## config.mk

```make
export PLATFORM = sky130hd
export DESIGN_NAME = uart_rx
export DESIGN_NICKNAME = d
export VERILOG_FILES = /design/src/rtl/uart_rx.sv
export SDC_FILE = /design/constraint.sdc
export NUM_CORES = 1
export LEC_CHECK = 0
export ABC_CLOCK_PERIOD_IN_PS = 4100
export CAP_MARGIN = 0
export CORE_MARGIN = 2
export CORE_UTILIZATION = 29
export DETAILED_ROUTE_END_ITERATION = 8
export GPL_TIMING_DRIVEN = 0
export PLACE_DENSITY_LB_ADDON = 0.08
export SLEW_MARGIN = 20
export SYNTH_ARGS = -nofsm -noshare
export SYNTH_HDL_FRONTEND = slang
export SYNTH_SLANG_ARGS = --single-unit
```

## constraint.sdc

```tcl
create_clock -name clk -period 4.1 [get_ports clk]
set_input_delay 1.025 -clock clk [delete_from_list [all_inputs] [get_ports clk]]
set_output_delay 1.025 -clock clk [all_outputs]
set_load 0.02 [all_outputs]
```

## src/rtl/uart_rx.sv

```systemverilog
// uart_rx: 16x-oversampling UART receiver, LSB first, 8N1 by default (DATA_BITS 5..8).
// Latency: rx_valid/frame_err/parity_err pulse one clk after the baud tick that samples the stop bit.
// Backpressure: none; each word is a 1-clk pulse on rx_valid, and rx_data holds the last good word.
// Optional parity stage: define UART_RX_PARITY_EN (PARITY_ODD selects odd parity).
module uart_rx #(
  parameter int DATA_BITS  = 8,
  parameter bit PARITY_ODD = 1'b0
) (
  input  logic                 clk,
  input  logic                 rst_n,
  input  logic                 baud_clk,
  input  logic                 rxd,
  output logic [DATA_BITS-1:0] rx_data,
  output logic                 rx_valid,
  output logic                 frame_err,
  output logic                 parity_err,
  output logic                 busy
);

  typedef enum logic [2:0] {
    IDLE   = 3'd0,
    START  = 3'd1,
    DATA   = 3'd2,
    PARITY = 3'd3,
    STOP   = 3'd4,
    BREAK  = 3'd5
  } state_t;

  localparam logic [2:0] LAST_BIT = 3'(DATA_BITS - 1);

  state_t               state_q, state_d;
  logic [3:0]           scnt_q, scnt_d;
  logic [2:0]           bcnt_q, bcnt_d;
  logic [DATA_BITS-1:0] sh_q, sh_d;
  logic [DATA_BITS-1:0] data_q, data_d;
  logic                 valid_q, valid_d;
  logic                 ferr_q, ferr_d;
  logic                 rxd_m_q, rxd_s_q;
  logic                 baud_d_q;
  logic                 tick;

  // One clk pulse per rising edge of the oversampling clock.
  assign tick = baud_clk & ~baud_d_q;

  // Synchronise rxd (idle high) and keep one cycle of baud_clk history.
  always_ff @(posedge clk) begin
    if (!rst_n) begin
      rxd_m_q  <= 1'b1;
      rxd_s_q  <= 1'b1;
      baud_d_q <= 1'b0;
    end else begin
      rxd_m_q  <= rxd;
      rxd_s_q  <= rxd_m_q;
      baud_d_q <= baud_clk;
    end
  end

`ifdef UART_RX_PARITY_EN
  logic pbad_q, pbad_d;
  logic perr_q, perr_d;
`endif

  // Frame FSM: sample mid-bit at scnt == 15, leave at stop-bit mid for back-to-back margin.
  always_comb begin
    state_d = state_q;
    scnt_d  = scnt_q;
    bcnt_d  = bcnt_q;
    sh_d    = sh_q;
    data_d  = data_q;
    valid_d = 1'b0;
    ferr_d  = 1'b0;
`ifdef UART_RX_PARITY_EN
    pbad_d  = pbad_q;
    perr_d  = 1'b0;
`endif
    if (tick) begin
      case (state_q)
        IDLE: begin
          if (!rxd_s_q) begin
            state_d = START;
            scnt_d  = 4'd0;
          end
        end
        START: begin
          scnt_d = scnt_q + 4'd1;
          if (scnt_q == 4'd7) begin
            if (rxd_s_q) begin
              // Line went back high before the start-bit middle: glitch.
              state_d = IDLE;
            end else begin
              scnt_d  = 4'd0;
              bcnt_d  = 3'd0;
              state_d = DATA;
            end
          end
        end
        DATA: begin
          scnt_d = scnt_q + 4'd1;
          if (scnt_q == 4'd15) begin
            if (DATA_BITS > 1) sh_d = {rxd_s_q, sh_q[DATA_BITS-1:1]};
            else               sh_d = rxd_s_q;
            if (bcnt_q == LAST_BIT) begin
`ifdef UART_RX_PARITY_EN
              state_d = PARITY;
`else
              state_d = STOP;
`endif
            end else begin
              bcnt_d = bcnt_q + 3'd1;
            end
          end
        end
`ifdef UART_RX_PARITY_EN
        PARITY: begin
          scnt_d = scnt_q + 4'd1;
          if (scnt_q == 4'd15) begin
            // Mismatch when received bit differs from XOR(data) (inverted for odd).
            pbad_d  = rxd_s_q ^ (^sh_q) ^ PARITY_ODD;
            state_d = STOP;
          end
        end
`endif
        STOP: begin
          scnt_d = scnt_q + 4'd1;
          if (scnt_q == 4'd15) begin
            if (rxd_s_q) begin
              data_d  = sh_q;
              valid_d = 1'b1;
`ifdef UART_RX_PARITY_EN
              perr_d  = pbad_q;
`endif
              state_d = IDLE;
            end else begin
              ferr_d  = 1'b1;
              state_d = BREAK;
            end
          end
        end
        BREAK: begin
          // Wait out a held-low line so it cannot be mistaken for new frames.
          if (rxd_s_q) state_d = IDLE;
        end
        default: state_d = IDLE;
      endcase
    end
  end

  // State, counters, shift register and output pulse registers.
  always_ff @(posedge clk) begin
    if (!rst_n) begin
      state_q <= IDLE;
      scnt_q  <= 4'd0;
      bcnt_q  <= 3'd0;
      sh_q    <= '0;
      data_q  <= '0;
      valid_q <= 1'b0;
      ferr_q  <= 1'b0;
    end else begin
      state_q <= state_d;
      scnt_q  <= scnt_d;
      bcnt_q  <= bcnt_d;
      sh_q    <= sh_d;
      data_q  <= data_d;
      valid_q <= valid_d;
      ferr_q  <= ferr_d;
    end
  end

`ifdef UART_RX_PARITY_EN
  // Parity verdict held from the parity bit until the stop bit resolves.
  always_ff @(posedge clk) begin
    if (!rst_n) begin
      pbad_q <= 1'b0;
      perr_q <= 1'b0;
    end else begin
      pbad_q <= pbad_d;
      perr_q <= perr_d;
    end
  end
  assign parity_err = perr_q;
`else
  assign parity_err = 1'b0;
`endif

  assign rx_data   = data_q;
  assign rx_valid  = valid_q;
  assign frame_err = ferr_q;
  assign busy      = (state_q != IDLE);

endmodule

```

Word-level counts from Yosys, hierarchy flattened:

Index checks and enable logic that the tools add are counted.

* register bits after elaboration: 31
* input bits: 4
* output and inout port bits: 12

* $add $sub $neg: 2
* eq/ne operators: 15
* mux-type cells: 20
* bitwise gates (word level): 2
* reductions and logical operators: 11

Operator list (number)
* 3-bit two-way mux: 11
* 2-bit inequality test (second input constant): 8
* 3-bit case mux with 5 select lines: 1
* 4-bit two-way mux: 3
* 4-bit case mux with 3 select lines: 1
* 3-bit == test (second input constant): 3
* 4-bit AND reduction: 2
* 7-bit AND reduction: 1
* 3-bit case mux with 2 select lines: 1
* 3-bit AND reduction: 2
* 6-bit AND reduction: 1
* 3-bit nonzero test: 2
* 4-bit by 1-bit adder with 4-bit output (second input constant): 1
* 4-bit by 3-bit == test with 1-bit output (second input constant): 1
* 4-bit == test (second input constant): 1
* 3-bit by 1-bit adder with 3-bit output (second input constant): 1
* 3-bit by 1-bit == test with 1-bit output (second input constant): 1
* 3-bit by 2-bit == test with 1-bit output (second input constant): 1
* 3-bit logical NOT: 1
* 1-bit two-way mux: 2
* 2-bit two-way mux: 1
* 2-bit nonzero test: 1
* 2-bit OR reduction: 1
* 1-bit AND: 1
* 1-bit inverter: 1

Logic depth before layout (Yosys ltp):

* depth in word-level cells: 4
* mapped depth: 6
* mapped depth without buffers: 6

Worst setup path before layout:

OpenSTA, ideal clock, no wires.

* kind: input -> register
* start: input baud_clk
* end: register bcnt_q[0]
* setup time: 70 ps
* arrival time: 2073 ps
* path slack: 1957 ps
* stages: 5
* cell sequence: nand2b_1 > clkbuf_1 > a211o_1 > or4_1 > a21oi_1

* cells in the longest elaborated chain, start to end: 2

RTL lines
* start: declaration: RTL line 11 `input logic baud_clk,`
* 1-bit AND: RTL line 43 `assign tick = baud_clk & ~baud_d_q;`
* 6-bit AND reduction (no line)
* end signal: assignment: RTL line 161 `bcnt_q <= bcnt_d;`
* end: declaration: RTL line 33 `logic [2:0] bcnt_q, bcnt_d;`

No other way between the ends.
A chain may end at the register's enable or synchronous reset.

Worst setup path after layout:

* start: register state_q[0]
* end: output busy

* cells in the longest elaborated chain, start to end: 1

RTL lines
* start: declaration: RTL line 31 `state_t state_q, state_d;`
* start signal: assignment: RTL line 159 `state_q <= state_d;`
* 3-bit nonzero test: RTL line 188 `assign busy = (state_q != IDLE);`
* end: declaration: RTL line 17 `output logic busy`

No other way between the ends.

==> results by group <==
Yosys
  – Flops & latches, synth: 31
  – Synth warn: 0
  – Async SR Flop Fraction: 0
  – Post-Syn Area: 0.00141 mm²
  – Mean post-synth cell area: 9.12 µm²
  – Yosys cell types: 36
  – Main synth FF type: dfxtp_1
  – Post-Syn Nets: 162
  – EDFF count, synth: 0
  – Post-synthesis sequential area ratio: 0.439
  – Syn Inst Count: 155

Power and ir drop
  – P_sw: 132 µW
  – Pwr/cell area: 362 mW/mm²
  – Switching share of power: 0.211
  – Max VDD drop: 162 µV
  – Internal: 495 µW
  – Clk network pwr share: 0.455
  – Combinational power share: 0.057
  – Share of power burned in registers: 0.487
  – Lkg Pwr: 0.000675 µW
  – Total power: 627 µW

Timing
  – Worst rel slew slack: 0.550
  – Fmax: 0.353 GHz
  – Fin crit share: 0.692
  – Slew Viols, Final: 0
  – Total negative slack: 0 ps
  – Hold Worst Slack: 411 ps
  – Count of final setup violators: 0
  – Final hold violations: 0
  – Tightest Pin Transition: 666 ps
  – Clk_skew: 5.34 ps
  – Min Clock Period, post-route: 2840 ps
  – RSZ-0062 raised after global routing: no

Outcome
  – Status: finished clean

Critical path
  – CP Class: reg -> out
  – Reg2Reg Launch Point: scnt_q[0]
  – CP Launch Type: flop
  – Required @ worst endpoint: 3070 ps
  – Critical path peak fanout: 10
  – CP Capture Type: output pin
  – Worst r2r path cells: 5
  – Critical Path Source: state_q[0]
  – WP data arrival: 1810 ps

Global routing
  – GRT Residual Overflow: 0
  – Vias in the first global route: 1008
  – GRT Total Usage: 0.118
  – Pin count of the biggest net entering global routing: 11
  – Antenna violations before repair: 0
  – First-pass GRT wire length: 4820 µm

Final layout
  – Most common cell after layout, fill and taps aside: dfxtp_1
  – Fill count: 487
  – Antenna diodes: 0
  – Area Overhead vs Synth: 22.4%
  – Nets@finish: 182
  – Most frequent cells in the layout: dfxtp_1 (31), nor2_1 (22), mux2i_1 (18)
  – Share of cells above drive strength 1: 0.0629

Clock tree
  – Clock sink count: 31
  – Clock slew at reported path FFs: 60 ps
  – Clock buffer count from CTS: 5
  – # hold bufs at CTS: 0
  – CTS tree: done
  – Worst skew pair latency: 280 ps
  – Max Root-Sink Buffers: 2
  – Gates resized, CTS repair: 0
  – Root buf cell: clkbuf_8
  – H-tree levels: 2
  – Post-CTS Setup Bufs: 0

Drt
  – Detailed-route DRC error count: 0
  – Antenna-violating nets left: 0
  – Avg Vias per Cell: 4.67
  – DRT Wirelength: 2940 µm
  – Detailed Route Iter0 Violations: 41
  – Routed len/inst: 12.2 µm
  – DR vias: 1131
  – Detailed Routing Iterations Pass 1: 4

Place
  – Hpwl dp: 2130 µm
  – Port buffer count: 13
  – RD Place Congestion: 0.844

Floorplanning
  – Core Region: 0.00472 mm²
  – I/O pin total: 16
  – Die area: 0.00545 mm²
  – Initial core utilization: 0.299
  – Number of core rows: 25
  – DIE HEIGHT: 73.8 µm
  – Die X: 73.8 µm

Hold path
  – Hold_sp: rxd_m_q
  – Hold path cells: 1
  – Worst hold path class: reg -> reg

Job
  – Total of max-cap violations: 0
[per-layer routing]
layer / track usage / wire, µm
met4: 0.0646 / 52
met1: 0.166 / 1520
met5: 0 / 0
met3: 0.0288 / 123
met2: 0.164 / 1250
[power groups by stage]
| stage | logic (µW) | registers [µW] | clock network, µW |
|---|---|---|---|
| after global routing | 39.6 | 306 | 311 |
| after detailed placement | 35.9 | 313 | 0 |
| after floorplan | 25.4 | 312 | 0 |
| after global placement | 35.7 | 312 | 0 |
| after CTS | 36.0 | 306 | 296 |
| final | 35.8 | 306 | 286 |
[state kept, by name, indices dropped and copies added, names as in the netlist, 3 cells and up]
name and count:
rx_data 8, scnt_q 4, state_q 3, bcnt_q 3
sh_q 8
[critical path: stages, from the launching register on]
cell and delay, ps:
dfxtp_1 400, clkbuf_1 360, or3_1 170, clkdlybuf4s50_1 590
[path summary, 6_finish.rpt]
kind | slack [ps] | endpoint
worst max register to register | 2200 | bcnt_q[0]
worst min-delay path | 410 | rxd_s_q
worst max-delay path | 1260 | busy
worst min register to register | 410 | rxd_s_q
[synthesized netlist by cell type, types with 3 or more instances]
cell type,instances,share of area
nand3b_1,3,0.016
nand2b_1,3,0.013
a21oi_1,6,0.021
nor3b_1,6,0.032
nor2_1,22,0.058
nand4_1,3,0.013
nand2_1,8,0.021
or3_1,4,0.018
o21ai_0,7,0.025
nand3_1,5,0.018
ha_1,3,0.027
dfxtp_1,31,0.44
clkbuf_1,7,0.019
mux2i_1,18,0.13
[kinds of logic (layout without fill, tap and decap cells)]
family / count (synthesis) / after routing / share of synthesized area
mux: 18 / 18 / 0.127
xor+xnor: 1 / 1 / 0.00620
fa+ha+maj: 4 / 4 / 0.0336
buf+inv: 12 / 32 / 0.0363
simple gates: 66 / 66 / 0.259
compound gates: 22 / 22 / 0.0956
other cells: 1 / 1 / 0.00265
flops: 31 / 31 / 0.439
[per-stage QoR]
| stage | instances | setup WS (ps) | utilization | instance area, µm² |
|---|---|---|---|---|
| finish | 242 | 1260 | 0.366 | 1730 |
| global route | 242 | 1160 | 0.366 | 1730 |
| CTS | 242 | 1260 | 0.366 | 1730 |
| detailed placement | 235 | 1320 | 0.345 | 1630 |
| global placement | 235 | 1370 | 0.345 | 1630 |
| floorplan | 155 | 1960 | - | 1410 |
[final cells by class]
cell class                 instances  area [µm²]  area share
multi-input combinational        112         742       0.429
sequential                        31         621       0.359
timing repair buffer              13         130      0.0752
tap                               67        83.8      0.0484
clock buffer                       6        72.6      0.0419
buffer                            10        43.8      0.0253
clock inverter                     1        30.0      0.0174
inverter                           2        7.51     0.00434
Note: power is estimated with default switching activity, not from simulation.
==> RTL edit (config.mk and constraints unchanged) <==
Register the input `rxd` before use. The logic sees it one clock later. Comments in the files are not updated.
--- a/src/rtl/uart_rx.sv
+++ b/src/rtl/uart_rx.sv
@@ -28,6 +28,12 @@
 
   localparam logic [2:0] LAST_BIT = 3'(DATA_BITS - 1);
 
+  logic rxd_q;
+
+  always_ff @(posedge clk) begin
+    rxd_q <= rxd;
+  end
+
   state_t               state_q, state_d;
   logic [3:0]           scnt_q, scnt_d;
   logic [2:0]           bcnt_q, bcnt_d;
@@ -49,7 +55,7 @@
       rxd_s_q  <= 1'b1;
       baud_d_q <= 1'b0;
     end else begin
-      rxd_m_q  <= rxd;
+      rxd_m_q  <= rxd_q;
       rxd_s_q  <= rxd_m_q;
       baud_d_q <= baud_clk;
     end
Behaviour: not the same (Yosys sat finds a counterexample within 4 cycles, from zero or initial values and one cycle with rst_n low).
==> RTL edit against the original RTL <==
  * Design area grew 2.5%
  * Final cell count grew 2.9%
  * Non-clock buffer count grew 1
  * Wire length grew 5.6%
  * Hold slack lost 0.0070 ns
  * Setup slack gained 0.00083 ns
  * Synthesized area grew 3.1%
  * Sequential cell count grew 1
  * Clock power shrank 15%
  * Total power shrank 6.7%
  * Largest power group unchanged
  * Highest routed layer unchanged
==> RTL edit: results <==
metrics = {
    "run_status": {
        "outcome": "finished, final reports clean",
    },
    "route": {
        "routedWlPerCell_um": 12.47,
        "wl_mm": 3.106,
        "first_iter_violations": 85,
        "num_vias": 1167,
        "firstDrtPassIters": 4,
    },
    "global_routing": {
        "met3_usage_pct": 2.811,
        "grt_max_degree": 11,
        "antenna_found_initial": 0,
        "grt_pass1_wl_mm": 5.347,
        "grt_use_met1_pct": 16.30,
        "first_global_vias": 1148,
        "track_usage_pct": 12.78,
        "met2_usage_pct": 20.86,
    },
    "clocking": {
        "post_cts_buffers": 0,
        "cts_buffers": 5,
        "clockRootBuffer": "clkbuf_8",
        "cts_max_level": 2,
        "cts_resized": 0,
    },
    "setup_path": {
        "crit_fanout": 10,
        "rr_startpoint": "bcnt_q[0]$_SDFFE_PN0P_",
        "r2r-end": "bcnt_q[0]$_SDFFE_PN0P_",
        "worstRegToRegCells": 6,
        "rrSetupSlack_ns": 2.05,
    },
    "logic_synthesis": {
        "yosys-top-cells-area": "dfxtp_1 (44%), mux2i_1 (7.6%), nand3_1 (4.8%)",
        "yosysWarnings": 0,
        "synth_top_cells_by_count": "dfxtp_1 (32), nand2_1 (17), nor2_1 (16)",
        "seq_area_frac_synth_pct": 43.95,
        "synth_edf_count": 0,
        "yosysUniqueCellTypes": 38,
        "syn_avg_cell_area_sq_um": 9.110,
        "syn_nets": 167,
        "synthArstFlopShare_pct": 0,
    },
    "place": {
        "dpl.cell_count": 241,
        "gp_congestion": 0.8327,
        "dp_hpwl_mm": 2.244,
        "port_buffers": 14,
    },
    "power": {
        "peakVddDrop_uv": 191.7,
        "p_leak_uw": 0.0006153,
    },
    "finish": {
        "drive_above_1_share_pct": 9.341,
        "num_antenna_cells": 0,
        "nets": 188,
    },
    "sta": {
        "relSlewSlack_pct": 53.88,
        "clock-skew-final_ns": 0.003599,
    },
    "worst_hold_path": {
        "hp-start": "rxd_q$_DFF_P_",
        "holdPathEnd": "rxd_m_q$_SDFF_PN1_",
        "hp-class": "reg -> reg",
    },
}
## RTL edit: cell count changes after synthesis, sizes merged, moves of 2 or more
cell,unedited run,this run
a21oi,6,4
a211o,2,0
nand4,3,0
nand3b,3,1
nor3b,6,3
or3,4,2
nand3,5,14
mux2i,18,11
o21ai,7,13
nor2,22,16
nor4,1,3
nand2b,3,8
nand2,8,17
a211oi,2,0
## RTL edit: metal layers
layer  vias to the layer above  share of wire, %  wire length, um
li1                        602                 -                -
met4                         0               1.6               51
met1                       544                47             1452
met5                         -                 0                0
met2                        17                49             1507
met3                         4               3.1               95
## RTL edit: how the worst max path moves through the flow
stage,startpoint,endpoint,slack (ns),depth (start not counted)
6_report,state_q[0]$_SDFFE_PN0P_,busy,1.27,4
5_1_grt,baud_clk,rx_data[6]$_SDFFE_PN0P_,1.14,7
4_1_cts,state_q[0]$_SDFFE_PN0P_,busy,1.28,4
3_5_place_dp,baud_clk,rx_data[7]$_SDFFE_PN0P_,1.05,6
3_3_place_gp,baud_clk,rx_data[6]$_SDFFE_PN0P_,1.03,7
2_1_floorplan,baud_clk,scnt_q[2]$_SDFFE_PN0P_,1.85,5
## RTL edit: critical path: stages (launching register included)
cell,delay (ns)
dfxtp_1,0.40
clkbuf_1,0.36
nor3_1,0.12
inv_1,0.07
clkdlybuf4s50_1,0.59
## RTL edit: per-stage QoR
step | util (%) | hold slack (ns) | area [sq um] | setup slack [ns]
5_1_grt | 37.07 | 0.4302 | 1774 | 1.135
3_3_place_gp | 35.14 | 0.3901 | 1682 | 1.032
6_report | 37.07 | 0.4042 | 1774 | 1.265
2_1_floorplan | - | 0.3863 | 1458 | 1.845
3_5_place_dp | 35.14 | 0.3914 | 1682 | 1.048
4_1_cts | 37.07 | 0.4076 | 1774 | 1.282
## RTL edit: final cells by class
class	count	area [sq um]
Fill cell	496	3012
Multi-Input combinational cell	116	758.2
Sequential cell	32	640.6
Timing Repair Buffer	14	140.1
Tap cell	67	83.83
Clock buffer	6	82.58
Buffer	10	51.30
Clock inverter	2	10.01
Inverter	2	7.507
## RTL edit: cell families (layout without fill, tap and decap cells)
group | count (synthesis) | count (layout) | share of synthesized area, %
other | 1 | 1 | 0.2573
and+or+nand+nor | 75 | 75 | 29.10
muxes | 11 | 11 | 7.554
xor gates and xnor gates | 1 | 1 | 0.6010
adders and majority gates | 3 | 3 | 2.575
buffers and inverters | 12 | 34 | 4.035
DFF | 32 | 32 | 43.95
AOI/OAI and AO/OA | 25 | 25 | 11.93
## RTL edit: where the power goes
part / switching [uW] / internal (uW) / total, uW / leakage [uW]
combinational: 17.1 / 9.34 / 26.5 / 0.000305
sequential: 1.62 / 313 / 315 / 0.000259
clock: 110 / 134 / 244 / 0.0000510
